## config.mk

```make
export PLATFORM = sky130hd
export DESIGN_NAME = sprite_ram_arbiter_flat
export DESIGN_NICKNAME = d
export VERILOG_FILES = /design/src/rtl/sprite_ram_arbiter_pkg.sv /design/src/rtl/sprite_ram_arbiter_if.sv /design/src/rtl/sprite_wr_fifo.sv /design/src/rtl/sprite_ram_arbiter.sv /design/src/flat_wrapper.sv
export SDC_FILE = /design/constraint.sdc
export NUM_CORES = 1
export LEC_CHECK = 0
export ABC_CLOCK_PERIOD_IN_PS = 2720
export CAP_MARGIN = 5
export CORE_ASPECT_RATIO = 0.7
export CORE_MARGIN = 4
export CORE_UTILIZATION = 49
export DETAILED_ROUTE_END_ITERATION = 7
export HOLD_SLACK_MARGIN = 0.15
export PLACE_DENSITY = 0.75
export SLEW_MARGIN = 20
export SYNTH_ARGS = -nofsm -noshare
export SYNTH_HDL_FRONTEND = slang
export SYNTH_SLANG_ARGS = --single-unit
```

## constraint.sdc

```tcl
create_clock -name clock -period 2.72 [get_ports clock]
set_input_delay 0.544 -clock clock [delete_from_list [all_inputs] [get_ports clock]]
set_output_delay 0.544 -clock clock [all_outputs]
set_load 0.01 [all_outputs]
```

## src/rtl/sprite_ram_arbiter_pkg.sv

```systemverilog
// Shared encodings for the sprite RAM arbiter: FSM states, status register layout, window offsets.
package sprite_ram_arbiter_pkg;

  typedef enum logic [1:0] {
    ST_IDLE      = 2'd0,
    ST_VID       = 2'd1,
    ST_CPU_FORCE = 2'd2
  } arb_state_t;

  localparam int STAT_OVF_BIT   = 15;
  localparam int STAT_FULL_BIT  = 14;
  localparam int STAT_EMPTY_BIT = 13;
  localparam int STAT_CNT_W     = 3;

  localparam logic [11:0] STAT_OFFSET = 12'hFFF;

  function automatic logic [15:0] pack_status(input logic overflow, input logic full,
                                              input logic empty,
                                              input logic [STAT_CNT_W-1:0] count);
    logic [15:0] s;
    s                      = '0;
    s[STAT_OVF_BIT]        = overflow;
    s[STAT_FULL_BIT]       = full;
    s[STAT_EMPTY_BIT]      = empty;
    s[STAT_CNT_W-1:0]      = count;
    return s;
  endfunction

endpackage

```

## src/rtl/sprite_ram_arbiter_if.sv

```systemverilog
// CPU I/O bus, video fetch port and sprite RAM port bundled together.
// master = surrounding system, slave = arbiter.
interface sprite_ram_arbiter_if #(
  parameter int DATA_WIDTH = 16,
  parameter int ADDR_WIDTH = 9
);
  logic [15:0]           io_addr;
  logic                  io_write;
  logic [DATA_WIDTH-1:0] io_wr_data;
  logic [15:0]           io_rd_data;

  logic                  vid_req;
  logic [ADDR_WIDTH-1:0] vid_addr;
  logic                  vid_gnt;
  logic                  vid_rd_valid;
  logic [DATA_WIDTH-1:0] vid_rd_data;

  logic [ADDR_WIDTH-1:0] ram_addr;
  logic                  ram_we;
  logic [DATA_WIDTH-1:0] ram_wr_data;
  logic [DATA_WIDTH-1:0] ram_rd_data;

  modport master (
    output io_addr, io_write, io_wr_data, vid_req, vid_addr, ram_rd_data,
    input  io_rd_data, vid_gnt, vid_rd_valid, vid_rd_data, ram_addr, ram_we, ram_wr_data
  );

  modport slave (
    input  io_addr, io_write, io_wr_data, vid_req, vid_addr, ram_rd_data,
    output io_rd_data, vid_gnt, vid_rd_valid, vid_rd_data, ram_addr, ram_we, ram_wr_data
  );
endinterface

```

## src/rtl/sprite_wr_fifo.sv

```systemverilog
// Posted-write FIFO; a push while full is taken only when a pop frees a slot in the same cycle.
// Head is visible the cycle after the push (no fall-through).
module sprite_wr_fifo #(
  parameter int WIDTH = 25,
  parameter int DEPTH = 4,
  parameter int CNT_W = $clog2(DEPTH + 1)
) (
  input  logic             clock,
  input  logic             reset,
  input  logic             push,
  input  logic [WIDTH-1:0] push_data,
  input  logic             pop,
  output logic [WIDTH-1:0] head,
  output logic             full,
  output logic             empty,
  output logic [CNT_W-1:0] count
);
  localparam int PTR_W = $clog2(DEPTH);

  logic [WIDTH-1:0] mem [DEPTH];
  logic [PTR_W-1:0] wr_ptr;
  logic [PTR_W-1:0] rd_ptr;
  logic             do_push;
  logic             do_pop;

  assign empty   = (count == '0);
  assign full    = (count == CNT_W'(DEPTH));
  assign do_pop  = pop && !empty;
  assign do_push = push && (!full || do_pop);
  assign head    = mem[rd_ptr];

  always_ff @(posedge clock) begin
    if (do_push) mem[wr_ptr] <= push_data;
  end

  always_ff @(posedge clock) begin
    if (reset) begin
      wr_ptr <= '0;
      rd_ptr <= '0;
      count  <= '0;
    end else begin
      if (do_push) wr_ptr <= wr_ptr + PTR_W'(1);
      if (do_pop)  rd_ptr <= rd_ptr + PTR_W'(1);
      case ({do_push, do_pop})
        2'b10:   count <= count + CNT_W'(1);
        2'b01:   count <= count - CNT_W'(1);
        default: count <= count;
      endcase
    end
  end

endmodule

```

## src/rtl/sprite_ram_arbiter.sv

```systemverilog
// Single-port sprite RAM shared between video reads (priority, 1-cycle read latency) and posted CPU writes.
// CPU cannot stall: writes into a full FIFO are dropped and flagged in the status register.
module sprite_ram_arbiter
  import sprite_ram_arbiter_pkg::*;
#(
  parameter int         DATA_WIDTH    = 16,
  parameter int         ADDR_WIDTH    = 9,
  parameter int         FIFO_DEPTH    = 4,
  parameter logic [3:0] BASE_NIBBLE   = 4'h8,
  parameter int         MAX_VID_BURST = 8
) (
  input logic                  clock,
  input logic                  reset,
  sprite_ram_arbiter_if.slave  bus
);
  localparam int ENTRY_W = ADDR_WIDTH + DATA_WIDTH;
  localparam int CNT_W   = $clog2(FIFO_DEPTH + 1);
  localparam int BURST_W = $clog2(MAX_VID_BURST + 1);

  arb_state_t          state, state_nxt;
  logic [BURST_W-1:0]  burst_cnt, burst_nxt;
  logic                win, stat_sel, data_sel;
  logic                push_req, pop, vid_gnt, overflow, rd_valid_q;
  logic [ENTRY_W-1:0]  head;
  logic                fifo_full, fifo_empty;
  logic [CNT_W-1:0]    fifo_count;

  assign win      = (bus.io_addr[15:12] == BASE_NIBBLE);
  assign stat_sel = win && (bus.io_addr[11:0] == STAT_OFFSET);
  assign data_sel = win && (bus.io_addr[11:9] == 3'b000);
  assign push_req = !reset && bus.io_write && data_sel;

  sprite_wr_fifo #(.WIDTH(ENTRY_W), .DEPTH(FIFO_DEPTH), .CNT_W(CNT_W)) u_fifo (
    .clock     (clock),
    .reset     (reset),
    .push      (push_req),
    .push_data ({bus.io_addr[ADDR_WIDTH-1:0], bus.io_wr_data}),
    .pop       (pop),
    .head      (head),
    .full      (fifo_full),
    .empty     (fifo_empty),
    .count     (fifo_count)
  );

  always_ff @(posedge clock) begin
    if (reset) begin
      state     <= ST_IDLE;
      burst_cnt <= '0;
    end else begin
      state     <= state_nxt;
      burst_cnt <= burst_nxt;
    end
  end

  // Burst counter only advances while CPU writes are waiting behind video.
  always_comb begin
    state_nxt = state;
    burst_nxt = burst_cnt;
    case (state)
      ST_IDLE: begin
        burst_nxt = '0;
        if (bus.vid_req) state_nxt = ST_VID;
      end
      ST_VID: begin
        if (!bus.vid_req) begin
          state_nxt = ST_IDLE;
          burst_nxt = '0;
        end else if (fifo_empty) begin
          burst_nxt = '0;
        end else begin
          burst_nxt = burst_cnt + BURST_W'(1);
          if (burst_nxt == BURST_W'(MAX_VID_BURST)) state_nxt = ST_CPU_FORCE;
        end
      end
      ST_CPU_FORCE: begin
        burst_nxt = '0;
        state_nxt = bus.vid_req ? ST_VID : ST_IDLE;
      end
      default: begin
        state_nxt = ST_IDLE;
        burst_nxt = '0;
      end
    endcase
  end

  always_comb begin
    vid_gnt = 1'b0;
    pop     = 1'b0;
    case (state)
      ST_IDLE: begin
        if (bus.vid_req)      vid_gnt = 1'b1;
        else if (!fifo_empty) pop     = 1'b1;
      end
      ST_VID:       vid_gnt = bus.vid_req;
      ST_CPU_FORCE: pop     = !fifo_empty;
      default: begin
        vid_gnt = 1'b0;
        pop     = 1'b0;
      end
    endcase
    if (reset) begin
      vid_gnt = 1'b0;
      pop     = 1'b0;
    end
  end

  // A dropped push outranks a same-cycle clear so no loss goes unreported.
  always_ff @(posedge clock) begin
    if (reset) begin
      overflow   <= 1'b0;
      rd_valid_q <= 1'b0;
    end else begin
      rd_valid_q <= vid_gnt;
      if (push_req && fifo_full && !pop)        overflow <= 1'b1;
      else if (bus.io_write && stat_sel)        overflow <= 1'b0;
    end
  end

  assign bus.vid_gnt      = vid_gnt;
  assign bus.vid_rd_valid = rd_valid_q && !reset;
  assign bus.vid_rd_data  = bus.vid_rd_valid ? bus.ram_rd_data : '0;
  assign bus.ram_we       = pop;
  assign bus.ram_addr     = pop     ? head[ENTRY_W-1:DATA_WIDTH] :
                            vid_gnt ? bus.vid_addr : '0;
  assign bus.ram_wr_data  = pop ? head[DATA_WIDTH-1:0] : '0;
  assign bus.io_rd_data   = (stat_sel && !reset) ?
                            pack_status(overflow, fifo_full, fifo_empty,
                                        STAT_CNT_W'(fifo_count)) : 16'h0;

endmodule

```

## src/flat_wrapper.sv

```systemverilog
// flat-port wrapper written by rule: the top's interface ports become plain ports
module sprite_ram_arbiter_flat import sprite_ram_arbiter_pkg::*;
#(
  parameter int         DATA_WIDTH    = 16,
  parameter int         ADDR_WIDTH    = 9,
  parameter int         FIFO_DEPTH    = 4,
  parameter logic [3:0] BASE_NIBBLE   = 4'h8,
  parameter int         MAX_VID_BURST = 8
)
  (clock, reset, bus_io_addr, bus_io_write, bus_io_wr_data, bus_vid_req, bus_vid_addr, bus_ram_rd_data, bus_io_rd_data, bus_vid_gnt, bus_vid_rd_valid, bus_vid_rd_data, bus_ram_addr, bus_ram_we, bus_ram_wr_data);
  sprite_ram_arbiter_if #(.DATA_WIDTH(DATA_WIDTH), .ADDR_WIDTH(ADDR_WIDTH)) bus_i ();
  input logic clock;
  input logic reset;
  input wire logic [$bits(bus_i.io_addr)-1:0] bus_io_addr;
  input wire logic [$bits(bus_i.io_write)-1:0] bus_io_write;
  input wire logic [$bits(bus_i.io_wr_data)-1:0] bus_io_wr_data;
  input wire logic [$bits(bus_i.vid_req)-1:0] bus_vid_req;
  input wire logic [$bits(bus_i.vid_addr)-1:0] bus_vid_addr;
  input wire logic [$bits(bus_i.ram_rd_data)-1:0] bus_ram_rd_data;
  output wire logic [$bits(bus_i.io_rd_data)-1:0] bus_io_rd_data;
  output wire logic [$bits(bus_i.vid_gnt)-1:0] bus_vid_gnt;
  output wire logic [$bits(bus_i.vid_rd_valid)-1:0] bus_vid_rd_valid;
  output wire logic [$bits(bus_i.vid_rd_data)-1:0] bus_vid_rd_data;
  output wire logic [$bits(bus_i.ram_addr)-1:0] bus_ram_addr;
  output wire logic [$bits(bus_i.ram_we)-1:0] bus_ram_we;
  output wire logic [$bits(bus_i.ram_wr_data)-1:0] bus_ram_wr_data;
  assign bus_i.io_addr = bus_io_addr;
  assign bus_i.io_write = bus_io_write;
  assign bus_i.io_wr_data = bus_io_wr_data;
  assign bus_i.vid_req = bus_vid_req;
  assign bus_i.vid_addr = bus_vid_addr;
  assign bus_i.ram_rd_data = bus_ram_rd_data;
  assign bus_io_rd_data = bus_i.io_rd_data;
  assign bus_vid_gnt = bus_i.vid_gnt;
  assign bus_vid_rd_valid = bus_i.vid_rd_valid;
  assign bus_vid_rd_data = bus_i.vid_rd_data;
  assign bus_ram_addr = bus_i.ram_addr;
  assign bus_ram_we = bus_i.ram_we;
  assign bus_ram_wr_data = bus_i.ram_wr_data;
  sprite_ram_arbiter #(.DATA_WIDTH(DATA_WIDTH), .ADDR_WIDTH(ADDR_WIDTH), .FIFO_DEPTH(FIFO_DEPTH), .BASE_NIBBLE(BASE_NIBBLE), .MAX_VID_BURST(MAX_VID_BURST)) u_core (.clock(clock), .reset(reset), .bus(bus_i));
endmodule
```

=== Word level (Yosys, flattened, before mapping) ===
Memories as Yosys holds them, arrays and structs flattened. A register that Yosys moved wholly into a read port is not among the register bits.
Cells that the tools add are included.
W data, S select, Z words.

* Add/subtract/negate cells: 5
* $mul: 0
* Divide/modulo/power cells: 0
* $lt $le $gt $ge: 0
* Eq/ne operators: 11
* Shifts and indexed selects: 0
* Muxes and demuxes: 25
* Bitwise logic cells: 2
* Reductions and logical operators: 23

{| class="wikitable"
|+ Operators by type and width
! operator !! count
|-
| $mux W16 || 3
|-
| $mux W9 || 2
|-
| $eq A12 B12 Y1 const B || 1
|-
| $mux W2 || 6
|-
| $logic_and A1 B1 Y1 || 11
|-
| $mux W1 || 10
|-
| $eq A4 B4 Y1 const B || 2
|-
| $logic_not A3 Y1 || 2
|-
| $pmux W2 S3 || 1
|-
| $pmux W3 S2 || 1
|-
| $add A2 B1 Y2 const B || 2
|-
| $add A4 B1 Y4 const B || 1
|-
| $eq A2 B1 Y1 const B || 2
|-
| $eq A2 B2 Y1 const B || 2
|-
| $logic_not A1 Y1 || 4
|-
| $pmux W1 S2 || 2
|-
| $reduce_bool A2 Y1 || 2
|-
| $reduce_or A4 Y1 || 1
|-
| $add A3 B1 Y3 const B || 1
|-
| $eq A3 B3 Y1 const B || 1
|-
| $ne A3 B2 Y1 const B || 1
|-
| $ne A3 B3 Y1 const B || 1
|-
| $reduce_and A3 Y1 || 1
|-
| $sub A3 B1 Y3 const B || 1
|-
| 4 further kinds || 5
|}

* Bits in registers: 15
* Bits in latches: 0
* Bits in writable memories: 100
* Bits in read-only memories: 0
* Bits of input ports: 61
* Output and inout bits: 60
* Logic and storage cells: 74
* Memories: 1

{| class="wikitable"
|+ Memories
! name !! depth !! width !! read ports !! clocked after Yosys merged registers in !! write ports !! RTL line !! source
|-
| u_core.u_fifo.mem || 4 || 25 || 1 || 1 || 1 || sprite_wr_fifo.sv:20 || <nowiki>logic [WIDTH-1:0] mem [DEPTH];</nowiki>
|}

=== Logic depth before layout (Yosys ltp) ===
* Word-level depth: 10
* Gate-level depth with buffers: 11
* Depth with buffers taken out: 10

=== Modules after synthesis ===
From an unflattened synthesis, not the netlist that was laid out.

* Cell total of the unflattened synthesis: 295
* Area, all modules: 4,977.3 µm²

{| class="wikitable"
|+ By module, submodules not included
! module !! times used !! cells an instance !! area an instance (µm²) !! seq. area each (µm²)
|-
| sprite_wr_fifo || 1 || 190 || 4,137.7 || 3,183.1
|-
| sprite_ram_arbiter || 1 || 105 || 839.6 || 160.2
|}

=== Worst setup path after synthesis ===
OpenSTA, ideal clock, no wires.

* Path kind: input -> register
* From: in reset
* To: reg u_core.u_fifo.count[2]
* Library setup time: 0.071 ns
* Arrival time: 2.334 ns
* Required time: 2.649 ns
* Path slack: 0.315 ns
* Stages: 11
* Buffers on the path: 2
* Cell sequence: buf_6 -> nor2_1 -> nand3_4 -> inv_4 -> buf_2 -> ha_1 -> inv_1 -> fa_1 -> xor2_1 -> or3_1 -> a21oi_1

* Word-level cells in the longest chain between the ends: 6
* Elaborated cells between the ends (all ways): 11
* Classes of those cells: eq/ne (2); mux (2); reduce/logical (7)

{| class="wikitable"
|+ RTL lines
! what !! RTL line !! source
|-
| start, declared || flat_wrapper.sv:13 || <nowiki>input logic reset;</nowiki>
|-
| $mux W1 * || sprite_ram_arbiter.sv:101 || <nowiki>if (reset) begin</nowiki>
|-
| $logic_and A1 B1 Y1 * || sprite_wr_fifo.sv:28 || <nowiki>assign do_pop = pop && !empty;</nowiki>
|-
| via u_core.u_fifo.do_pop || sprite_wr_fifo.sv:24 || <nowiki>logic do_pop;</nowiki>
|-
| $logic_or A1 B1 Y1 || sprite_wr_fifo.sv:29 || <nowiki>assign do_push = push && (!full || do_pop);</nowiki>
|-
| $logic_and A1 B1 Y1 || sprite_wr_fifo.sv:29 ||
|-
| $eq A2 B1 Y1 or $eq A2 B2 Y1 (tied branches) || sprite_wr_fifo.sv:44 || <nowiki>case ({do_push, do_pop})</nowiki>
|-
| $pmux W3 S2 or $reduce_bool A2 Y1 (tied branches) || n/a ||
|-
| end signal, assigned || sprite_wr_fifo.sv:45 || <nowiki>2'b10: count <= count + CNT_W'(1);</nowiki>
|-
| end signal, assigned || sprite_wr_fifo.sv:46 || <nowiki>2'b01: count <= count - CNT_W'(1);</nowiki>
|-
| end signal, assigned || sprite_wr_fifo.sv:47 || <nowiki>default: count <= count;</nowiki>
|-
| end, declared || sprite_wr_fifo.sv:16 || <nowiki>output logic [CNT_W-1:0] count</nowiki>
|}

The timed path passes the listed nets; every way through them passes the cells marked *.
A chain may end at the register's enable or synchronous reset.

=== Worst setup path in the final report ===
* From: in bus_io_addr[5]
* To: out bus_io_rd_data[13]

* Word-level cells in the longest chain between the ends: 4

{| class="wikitable"
|+ RTL lines
! what !! RTL line !! source
|-
| start, declared || flat_wrapper.sv:14 || <nowiki>input wire logic [$bits(bus_i.io_addr)-1:0] bus_io_addr;</nowiki>
|-
| $eq A12 B12 Y1 || sprite_ram_arbiter.sv:29 || <nowiki>assign stat_sel = win && (bus.io_addr[11:0] == STAT_OFFSET);</nowiki>
|-
| $logic_and A1 B1 Y1 || sprite_ram_arbiter.sv:29 ||
|-
| $logic_and A1 B1 Y1 || sprite_ram_arbiter.sv:126 || <nowiki>assign bus.io_rd_data = (stat_sel && !reset) ?</nowiki>
|-
| $mux W16 || sprite_ram_arbiter.sv:126 ||
|-
| end, declared || flat_wrapper.sv:20 || <nowiki>output wire logic [$bits(bus_i.io_rd_data)-1:0] bus_io_rd_data;</nowiki>
|}

Every way passes these cells.

==> impl_metrics.py <==
metrics = {
    "status": {
        "outcome": "finished, final reports clean",
    },
    "cells_and_area": {
        "drive_gt1_share_pct": 24.7,
        "fin_util_pct": 73.3,
        "multi_input_area_um2": 1490,
        "diodes": 0,
        "nFillCells": 616,
        "final_nets": 529,
        "seqCellArea_um2": 3350,
        "area_growth_pct": 44.3,
    },
    "setup_path": {
        "critical_path_class": "primary input to primary output",
        "r2r_start": "u_core.state[1]",
        "path_cells": "clkdlybuf4s50_1, and4_4, nand4_1, buf_4, buf_4, buf_4, nor3_2, buf_2",
        "critPathLaunchType": "primary input",
        "cp-startpoint": "bus_io_addr[5]",
        "crit_fanout": 4,
        "end_kind": "primary output",
        "worstPathRequired_ns": 2.18,
        "cpPeakStageDelay_ns": 0.50,
        "r2r_slack_ns": 0.43,
        "crit_top_cell": "buf_4",
        "crit_slowest_cell": "clkdlybuf4s50_1",
        "arrival_ns": 2.15,
    },
    "routing": {
        "wl_per_cell_um": 19.2,
        "avgViaCountPerCell": 5.20,
        "drt_iter0_drc": 123,
        "drtAntennaViolNets": 0,
        "totalWireLength_mm": 11.5,
        "dr.pass1.iters": 4,
        "via_count": 3130,
        "drc": 0,
    },
    "synthesis": {
        "synthTopCellsByArea": "edfxtp_1 60%, mux4_2 9.0%, dfxtp_1 6.8%, and2_1 4.3%, mux4_1 2.6%",
        "synth_edf_count": 100,
        "async_flop_share_pct": 0,
        "ys_warn_count": 0,
        "ys_ff_latch": 117,
        "ys_types": 37,
        "syn_inst": 296,
        "ys_seq_area_share_pct": 67.2,
        "yosysTopAreaCell": "edfxtp_1",
        "synth_top_area_share_pct": 60.3,
        "synth.avg_cell_area_um2": 16.8,
        "synth-main-ff-cell": "edfxtp_1",
        "synthesis.area_um2": 4980,
    },
    "clocking": {
        "clockBufferDepth": 2,
        "root_buffer": "clkbuf_16",
        "cts_tree": "done",
        "path_clk_slew_ns": 0.05,
        "holdBufCountCts": 0,
        "insertion_delay_ns": 0.40,
        "cts.sinks": 117,
        "numCtsBuffers": 17,
        "htreeDepth": 4,
    },
    "global_route": {
        "grtUsageTotal_pct": 20.3,
        "overflow": 0,
        "grt_start_max_net_pins": 25,
        "grt_pass1_vias": 3294,
        "antenna_found_initial": 0,
        "grt_first_pass_wirelength_mm": 17.9,
    },
    "floorplan": {
        "coreArea_um2": 9800,
        "die-area_um2": 11900,
        "io_pins": 121,
        "rows": 30,
        "fp.dieW_um": 128,
        "start_util_pct": 50.8,
        "die_h_um": 92.3,
    },
    "hold_path": {
        "hp-class": "primary input to flop",
        "min_from": "bus_io_addr[7]",
    },
    "placement": {
        "routabilityCongestion": 0.774,
        "port_buffers": 110,
        "dp_hpwl_mm": 7.69,
        "pre_cts_ws_ns": -0.204,
    },
    "sta": {
        "clock.fmax_ghz": 0.372,
        "fin_setup_tns_ns": 0,
        "postLayoutSetupSlackWorst_ns": 0.0299,
        "rsz0062_at_grt": "true",
        "slew_viol_final": 0,
        "worst_clock_skew_ns": 0.0131,
        "final.period_utilization_pct": 98.9,
        "finalSetupViolations": 0,
        "hold_violations": 0,
        "period_needed_ns": 2.69,
    },
    "power_and_ir_drop": {
        "p_per_area_nw_per_um2": 572,
        "p_total_mw": 4.11,
        "ir_drop_mv": 0.549,
        "p_leak_nw": 2.72,
    },
    "flow_run": {
        "drv_cap": 0,
    },
}
==> worst paths after layout <==
kind | end | cells after the start
worst min-delay path | u_core.u_fifo.mem[0][23] | 1
worst min register to register | u_core.burst_cnt[0] | 1
worst max-delay path | bus_io_rd_data[13] | 8
worst max register to register | u_core.u_fifo.count[2] | 10
==> critical path: cells and delay by family <==
| family | cells | cell delay, ns |
|---|---|---|
| buffers and inverters | 5 | 1.10 |
| and+or+nand+nor | 3 | 0.49 |
==> sequential cells by signal (all words and copies together) (netlist names), named ones only <==
| signal | flops |
|---|---|
| u_core.u_fifo.wr_ptr | 2 |
| u_core.u_fifo.mem | 100 |
| u_core.u_fifo.count | 3 |
| u_core.burst_cnt | 4 |
| u_core.u_fifo.rd_ptr | 2 |
| u_core.overflow | 1 |
| u_core.rd_valid_q | 1 |
| u_core.state | 2 |
==> layout make-up <==
cell class / count / area share, %
flip-flops and latches: 117 / 46.6
clock inverters: 12 / 1.22
clock buffers: 20 / 6.08
multi-input cells: 154 / 20.8
well taps: 128 / 2.23
inverters: 11 / 0.610
repair buffers: 160 / 22.5
==> cells in the mapped netlist, types with 2 or more instances <==
master,number
mux4_1,5
clkbuf_1,3
buf_2,4
and3_1,6
nand4_1,2
inv_1,10
ha_1,6
or3_1,2
a22o_1,9
xor2_1,3
nor2b_1,2
and4_1,3
o21ai_0,5
nand2_1,3
dfxtp_1,17
nand3_1,5
nand2b_1,2
buf_6,4
nor2_1,16
edfxtp_1,100
buf_4,11
a21oi_1,7
nor3_1,3
xnor2_1,3
and2_1,34
mux4_2,20
==> placed cells by master, fill, tap and decap left out, types with 5 or more instances in the layout <==
| cell type | n |
|---|---|
| edfxtp_1 | 100 |
| nor2_1 | 13 |
| dlymetal6s2s_1 | 8 |
| dfxtp_1 | 15 |
| inv_1 | 10 |
| and2_1 | 34 |
| a22o_1 | 9 |
| ha_1 | 6 |
| a21oi_1 | 7 |
| and3_1 | 6 |
| clkdlybuf4s50_1 | 78 |
| o21ai_0 | 5 |
| dlygate4sd2_1 | 18 |
| conb_1 | 10 |
| buf_12 | 11 |
| nand3_1 | 5 |
| clkbuf_16 | 17 |
| buf_4 | 37 |
| mux4_2 | 20 |
| clkinv_2 | 6 |
| mux4_1 | 5 |
==> power by group <==
group	internal, mW	switching (mW)	leakage, nW
Clock	1.23	0.724	0.260
Sequential	1.95	0.00224	1.04
Combinational	0.125	0.0754	1.42
Total	3.31	0.801	2.72
==> per-layer routing <==
metal	share of wire (%)	vias to the layer above	GRT usage, %
li1	-	1451	-
met1	41	1575	26.6
met2	52	102	33.0
met3	6.3	2	6.57
met4	0.33	0	5.21
met5	0	-	0
==> cell families after synthesis <==
family / count (synthesis) / share of synthesized area [%]
and+or+nand+nor: 82 / 10.1
xor gates and xnor gates: 6 / 1.06
AOI/OAI and AO/OA: 24 / 3.52
buffers and inverters: 34 / 4.47
adders and majority gates: 7 / 1.91
other: 1 / 0.0753
DFF: 117 / 67.2
muxes: 25 / 11.7
==> per-stage QoR <==
step | std cells | hold WS (ns) | cell area [um2]
2_1_floorplan | 305 | 0.430 | 5010
3_3_place_gp | 560 | 0.444 | 6520
3_5_place_dp | 560 | 0.456 | 6520
4_1_cts | 601 | 0.486 | 7140
5_1_grt | 602 | 0.445 | 7180
6_report | 602 | 0.436 | 7180
==> timing repair <==
action,4_1_cts,5_1_grt
pin swaps,4,2
hold endpoints to repair,0,0
gates resized for setup,40,18
cloned,2,0
setup endpoints to repair,38,11
buffers inserted,7,1
Note: power is estimated with default switching activity, not from simulation.
